[config.mk]
export PLATFORM = sky130hd
export DESIGN_NAME = bp_fpga_nbf_loader
export DESIGN_NICKNAME = d
export VERILOG_FILES = /design/src/rtl/bp_fpga_host_pkg.sv /design/src/rtl/bsg_counter_up_down.sv /design/src/rtl/bp_fpga_nbf_loader.sv
export SDC_FILE = /design/constraint.sdc
export NUM_CORES = 1
export LEC_CHECK = 0
export CAP_MARGIN = 20
export CORE_AREA = 5 5 151 153
export DETAILED_ROUTE_END_ITERATION = 8
export DIE_AREA = 0 0 156 158
export PLACE_DENSITY = 0.77
export SLEW_MARGIN = 5
export SYNTH_ARGS = -nofsm -noshare
export SYNTH_HDL_FRONTEND = slang
export SYNTH_SLANG_ARGS = --single-unit
[constraint.sdc]
create_clock -name clk -period 5.29 [get_ports clk]
set_input_delay 1.058 -clock clk [delete_from_list [all_inputs] [get_ports clk]]
set_output_delay 1.058 -clock clk [all_outputs]
set_load 0.05 [all_outputs]
[src/rtl/bp_fpga_host_pkg.sv]
// ============================================================================
// Module : bp_fpga_host_pkg
// Brief  : NBF opcode/state enums, packed packet layout, write-data replication.
// Rev    : 1.0  initial release
// ============================================================================
`default_nettype none

package bp_fpga_host_pkg;

  localparam int c_nbf_opcode_width = 8;
  localparam int c_nbf_addr_width   = 64;
  localparam int c_nbf_data_width   = 64;

  typedef enum logic [7:0] {
    e_nbf_wr8    = 8'h00,
    e_nbf_wr16   = 8'h01,
    e_nbf_wr32   = 8'h02,
    e_nbf_wr64   = 8'h03,
    e_nbf_fence  = 8'hFE,
    e_nbf_finish = 8'hFF
  } bp_nbf_opcode_e;

  typedef enum logic [2:0] {
    e_ready  = 3'd0,
    e_send   = 3'd1,
    e_fence  = 3'd2,
    e_finish = 3'd3,
    e_done   = 3'd4
  } bp_nbf_loader_state_e;

  typedef struct packed {
    logic [c_nbf_opcode_width-1:0] opcode;
    logic [c_nbf_addr_width-1:0]   addr;
    logic [c_nbf_data_width-1:0]   data;
  } bp_nbf_s;

  // Narrow writes are replicated so the byte lanes the slave samples all see the payload
  function automatic logic [c_nbf_data_width-1:0] bp_nbf_replicate(
    input logic [c_nbf_data_width-1:0] d,
    input logic [1:0]                  size
  );
    case (size)
      2'd0:    return {8{d[7:0]}};
      2'd1:    return {4{d[15:0]}};
      2'd2:    return {2{d[31:0]}};
      default: return d;
    endcase
  endfunction

endpackage

`default_nettype wire

[src/rtl/bsg_counter_up_down.sv]
// ============================================================================
// Module : bsg_counter_up_down
// Brief  : Saturation-free up/down counter, one step per direction per cycle.
// Rev    : 1.0  initial release
// ============================================================================
`default_nettype none

module bsg_counter_up_down #(
  parameter  int max_val_p    = 8,
  parameter  int init_val_p   = 0,
  localparam int ptr_width_lp = $clog2(max_val_p + 1)
) (
  input  logic                    clk_i,
  input  logic                    reset_i,
  input  logic                    up_i,
  input  logic                    down_i,
  output logic [ptr_width_lp-1:0] count_o
);

  logic [ptr_width_lp-1:0] count_d, count_q;

  always_comb begin
    count_d = count_q;
    if (up_i && !down_i) begin
      count_d = count_q + 1'b1;
    end else if (down_i && !up_i) begin
      count_d = count_q - 1'b1;
    end
  end

  always_ff @(posedge clk_i) begin
    if (reset_i) begin
      count_q <= ptr_width_lp'(init_val_p);
    end else begin
      count_q <= count_d;
    end
  end

  assign count_o = count_q;

endmodule

`default_nettype wire

[src/rtl/bp_fpga_nbf_loader.sv]
// ============================================================================
// Module : bp_fpga_nbf_loader
// Brief  : Turns NBF packets into I/O write commands; tracks acks, runs fence/finish.
//          Define BP_NBF_CHECKSUM_EN for a running XOR of the written data.
// Rev    : 1.0  initial release
// ============================================================================
`default_nettype none

module bp_fpga_nbf_loader
  import bp_fpga_host_pkg::*;
#(
  parameter int nbf_opcode_width_p = 8,
  parameter int nbf_addr_width_p   = 64,
  parameter int nbf_data_width_p   = 64,
  parameter int nbf_in_width_p     = 192,
  parameter int max_outstanding_p  = 8
) (
  input  logic                        clk,
  input  logic                        reset,
  input  logic                        nbf_v_i,
  input  logic [nbf_in_width_p-1:0]   nbf_i,
  output logic                        nbf_yumi_o,
  output logic                        cmd_v_o,
  input  logic                        cmd_ready_and_i,
  output logic [nbf_addr_width_p-1:0] cmd_addr_o,
  output logic [1:0]                  cmd_size_o,
  output logic [nbf_data_width_p-1:0] cmd_data_o,
  input  logic                        resp_v_i,
  output logic                        resp_ready_and_o,
  output logic                        done_o,
  output logic                        err_o,
  output logic [nbf_data_width_p-1:0] checksum_o
);

  localparam int pkt_width_lp = $bits(bp_nbf_s);
  localparam int cnt_width_lp = $clog2(max_outstanding_p + 1);

  bp_nbf_loader_state_e state_d, state_q;
  logic [nbf_addr_width_p-1:0] addr_d, addr_q;
  logic [nbf_data_width_p-1:0] data_d, data_q;
  logic [1:0]                  size_d, size_q;
  logic                        err_d, err_q;
  logic [cnt_width_lp-1:0]     outstanding;
  bp_nbf_s                     pkt;
  logic                        cmd_fire, ack_take, ack_stray;

  assign pkt = nbf_i[pkt_width_lp-1:0];

  if (nbf_in_width_p > pkt_width_lp) begin : g_unused_upper
    logic unused_upper;
    assign unused_upper = ^nbf_i[nbf_in_width_p-1:pkt_width_lp];
  end

  assign cmd_v_o    = (state_q == e_send) && (outstanding < cnt_width_lp'(max_outstanding_p));
  assign cmd_fire   = cmd_v_o && cmd_ready_and_i;
  // A same-cycle send covers an ack that arrives while the counter reads zero
  assign ack_take   = resp_v_i && ((outstanding != '0) || cmd_fire);
  assign ack_stray  = resp_v_i && (outstanding == '0) && !cmd_fire;

  bsg_counter_up_down #(
    .max_val_p  (max_outstanding_p),
    .init_val_p (0)
  ) u_outstanding (
    .clk_i   (clk),
    .reset_i (reset),
    .up_i    (cmd_fire),
    .down_i  (ack_take),
    .count_o (outstanding)
  );

  always_comb begin
    state_d    = state_q;
    addr_d     = addr_q;
    data_d     = data_q;
    size_d     = size_q;
    err_d      = err_q || ack_stray;
    nbf_yumi_o = 1'b0;
    done_o     = 1'b0;
    unique case (state_q)
      e_ready: begin
        if (nbf_v_i) begin
          nbf_yumi_o = 1'b1;
          case (pkt.opcode)
            e_nbf_wr8, e_nbf_wr16, e_nbf_wr32, e_nbf_wr64: begin
              addr_d  = pkt.addr;
              data_d  = pkt.data;
              size_d  = pkt.opcode[1:0];
              state_d = e_send;
            end
            e_nbf_fence:  state_d = e_fence;
            e_nbf_finish: state_d = e_finish;
            default:      err_d   = 1'b1;
          endcase
        end
      end
      e_send: begin
        if (cmd_fire) state_d = e_ready;
      end
      e_fence: begin
        if (outstanding == '0) state_d = e_ready;
      end
      e_finish: begin
        done_o = (outstanding == '0);
        if (outstanding == '0) state_d = e_done;
      end
      e_done: begin
        done_o = 1'b1;
      end
      default: state_d = e_ready;
    endcase
  end

  always_ff @(posedge clk) begin
    if (reset) begin
      state_q <= e_ready;
      addr_q  <= '0;
      data_q  <= '0;
      size_q  <= '0;
      err_q   <= 1'b0;
    end else begin
      state_q <= state_d;
      addr_q  <= addr_d;
      data_q  <= data_d;
      size_q  <= size_d;
      err_q   <= err_d;
    end
  end

  assign cmd_addr_o       = addr_q;
  assign cmd_size_o       = size_q;
  assign cmd_data_o       = bp_nbf_replicate(data_q, size_q);
  assign resp_ready_and_o = 1'b1;
  assign err_o            = err_q;

`ifdef BP_NBF_CHECKSUM_EN
  logic [nbf_data_width_p-1:0] checksum_d, checksum_q;

  always_comb begin
    checksum_d = checksum_q;
    if (cmd_fire) checksum_d = checksum_q ^ cmd_data_o;
  end

  always_ff @(posedge clk) begin
    if (reset) begin
      checksum_q <= '0;
    end else begin
      checksum_q <= checksum_d;
    end
  end

  assign checksum_o = checksum_q;
`else
  assign checksum_o = '0;
`endif

endmodule

`default_nettype wire

==> metrics <==
final net count=1256; CP Cell Sequence=buf_4, nand2_1, mux2_2, clkdlybuf4s50_1; core area=21400 um^2; Clock Pin Slew Worst Setup and Hold Paths=0.06 ns; Mapped Cells=821; Synthesis Warnings=0; Port Buf Inserts=274; Total GRT Usage=0.164; CP Capture Type=primary output; run status=complete, no violations; Placer Congestion=0.808; clock latency on the worst-skew pair=0.41 ns; FF+latch count, synth=138; Routed Antenna Nets=0; Pwr Density=270 nW/um^2; largest net degree at the start of global routing=111; Final min period=4.18 ns; chip width=156 um; most common cell after layout, fill and taps aside=clkdlybuf4s50_1; initial antenna violation count=3; DR pass1 iterations=5; Setup violations, final=0; Hold Buf Count CTS=0; Main synth FF type=dfxtp_1; RR Startpoint=state_q[2]$_SDFFE_PP0P_; CP Launch Point=cmd_size_o[1]$_SDFFE_PP0P_; number of global-route vias before repair=5803; max-cap violations=0; crit-path leading delay family=buffers and inverters; Distinct cells, synth=44; dpl hpwl=15300 um; CP bufs+invs=2; EDFF count, synth=0; cells on worst reg2reg path=5; ant diodes=0; Highest Clock Rate=239 MHz; wire length per cell=15.9 um; Crit Path Class=reg2out; I/O Pins=396; RSZ-0062 raised after global routing=false; # rows=54; PostCTS Resize Cnt=0; final hold viol count=0; drt total wl=21500 um; synthesis-to-finish area growth=47.5%; post-route core utilization=0.452; fraction of layout instances using a drive strength above 1=0.0917; crit path DAT=3.12 ns; Overflow after GRT=0; Final Skew=0.0109 ns; Die Y=158 um; Reg2Reg Setup Slack=2.58 ns; critical path launch point type=flop; Residual DRC=0; Worst path depth=4; Post CTS Setup Buffer Count=0; leakage power=3.34 nW; Crit-path slowest cell=clkdlybuf4s50_1; WP data required=4.23 ns; H-tree levels=4; most frequent cells in the layout=clkdlybuf4s50_1, nand2_1, a21oi_1; drt first-iter violations=270; crit-path max FO=51; Slew Limit Fails=0; CTS root buf=clkbuf_16; slowest stage delay, CP=0.82 ns; CTS tree=built; detailed-route via count=6135; clock sinks=138; drt via density=4.55; Worst VDD drop=0.189 mV; period utilisation layout=0.790; TritonCTS Buffers=17; worst reg2reg endpoint=data_q[56]$_SDFFE_PP0P_; Die ar.=24600 um^2; clock buffer depth=2; worst slew pin tran=1.02 ns; crit path capture=cmd_data_o[38]; Initial Util=0.306; mean post-synth cell area=7.99 um^2; worst min-delay path category=reg2reg; relative slew slack=0.319; Post-Syn Area=6560 um^2; first-pass GRT wire length=31400 um; setup tns final=0 ns; Async SR Flop Fraction=0; Seq/Total Area, Yosys=0.421
-- routing by layer --
layer  vias to the layer above  global-route usage  wire length [um]
met3                        20              0.0806              2570
li1                       3033                   -                 -
met5                         -                   0                27
met2                       274               0.266              9880
met1                      2804               0.192              8680
met4                         4              0.0463               350
-- power breakdown --
part	total (W)	leakage [nW]	switching (W)	internal, W
logic	0.000375	1.97	0.000220	0.000155
registers	0.00107	1.11	0.0000182	0.00106
clock network	0.00116	0.261	0.000501	0.000661
-- layout make-up --
class                   instances  area [um^2]
clock buffers                  19          433
clock inverters                13          134
inverters                       9         33.8
repair buffers                282         2850
multi-input cells             608         3110
fillers                      2076        11700
flip-flops and latches        138         2770
well taps                     280          350
-- logic make-up (layout without fill, tap and decap cells) --
family	count (synthesis)	in the layout	synth area share
compound gates	180	180	0.152
xor+xnor	1	1	0.00134
fa+ha+maj	3	3	0.00687
buf+inv	138	323	0.140
flops	138	138	0.421
mux	50	50	0.0824
other cells	2	65	0.00115
simple gates	309	309	0.195
-- flip-flops by register name (all words and copies together), names as in the netlist --
name	flops
data_q	64
err_o	1
cmd_size_o	2
cmd_addr_o	64
u_outstanding.count_o	4
state_q	3
-- worst reg2reg max path, stage by stage, from the launching register on --
cell	delay, ns
dfxtp_1	0.36
nor4b_4	0.43
nand4_1	0.87
buf_12	0.56
nand2_1	0.29
a21oi_2	0.06
-- cell usage after synthesis (2+ instances only) --
master,instances,area [um^2]
nand2_1,254,953
a21oi_1,148,741
dfxtp_1,138,2760
buf_4,74,556
clkbuf_1,33,124
mux2_2,32,360
mux2i_1,18,180
nor2_1,17,63.8
a21oi_2,10,87.6
nand2_2,10,62.6
buf_2,9,45.0
inv_1,9,33.8
nor2b_1,9,56.3
a211oi_1,8,60.1
buf_8,6,90.1
buf_6,4,45.0
nor3_1,4,20.0
nand3_1,3,15.0
o21ai_0,3,15.0
buf_1,2,7.51
conb_1,2,7.51
ha_1,2,25.0
nand2b_1,2,12.5
nand4_1,2,12.5
nand4b_1,2,17.5
o311ai_0,2,17.5
-- metrics by stage --
| stage | area (um^2) | hold slack, ns | setup slack [ns] | total power, W | instances |
|---|---|---|---|---|---|
| 2_1_floorplan | 6800 | 0.434 | 1.58 | 0.00135 | 884 |
| 3_3_place_gp | 9080 | 0.439 | 1.50 | 0.00146 | 1316 |
| 3_5_place_dp | 9080 | 0.445 | 1.46 | 0.00147 | 1316 |
| 4_1_cts | 9650 | 0.454 | 1.07 | 0.00264 | 1348 |
| 5_1_grt | 9680 | 0.464 | 0.960 | 0.00273 | 1349 |
| 6_report | 9680 | 0.451 | 1.11 | 0.00261 | 1349 |
-- worst min-delay path by stage --
stage | slack (ns) | cells after the start | endpoint | startpoint
finish | 0.45 | 2 | data_q[42]$_SDFFE_PP0P_ | data_q[42]$_SDFFE_PP0P_
global route | 0.46 | 2 | cmd_addr_o[58]$_SDFFE_PP0P_ | cmd_addr_o[58]$_SDFFE_PP0P_
CTS | 0.45 | 2 | cmd_addr_o[58]$_SDFFE_PP0P_ | cmd_addr_o[58]$_SDFFE_PP0P_
detailed placement | 0.45 | 2 | data_q[42]$_SDFFE_PP0P_ | data_q[42]$_SDFFE_PP0P_
global placement | 0.44 | 2 | data_q[34]$_SDFFE_PP0P_ | data_q[34]$_SDFFE_PP0P_
floorplan | 0.43 | 2 | data_q[32]$_SDFFE_PP0P_ | data_q[32]$_SDFFE_PP0P_
No activity file was read; power rests on OpenSTA's default activity.
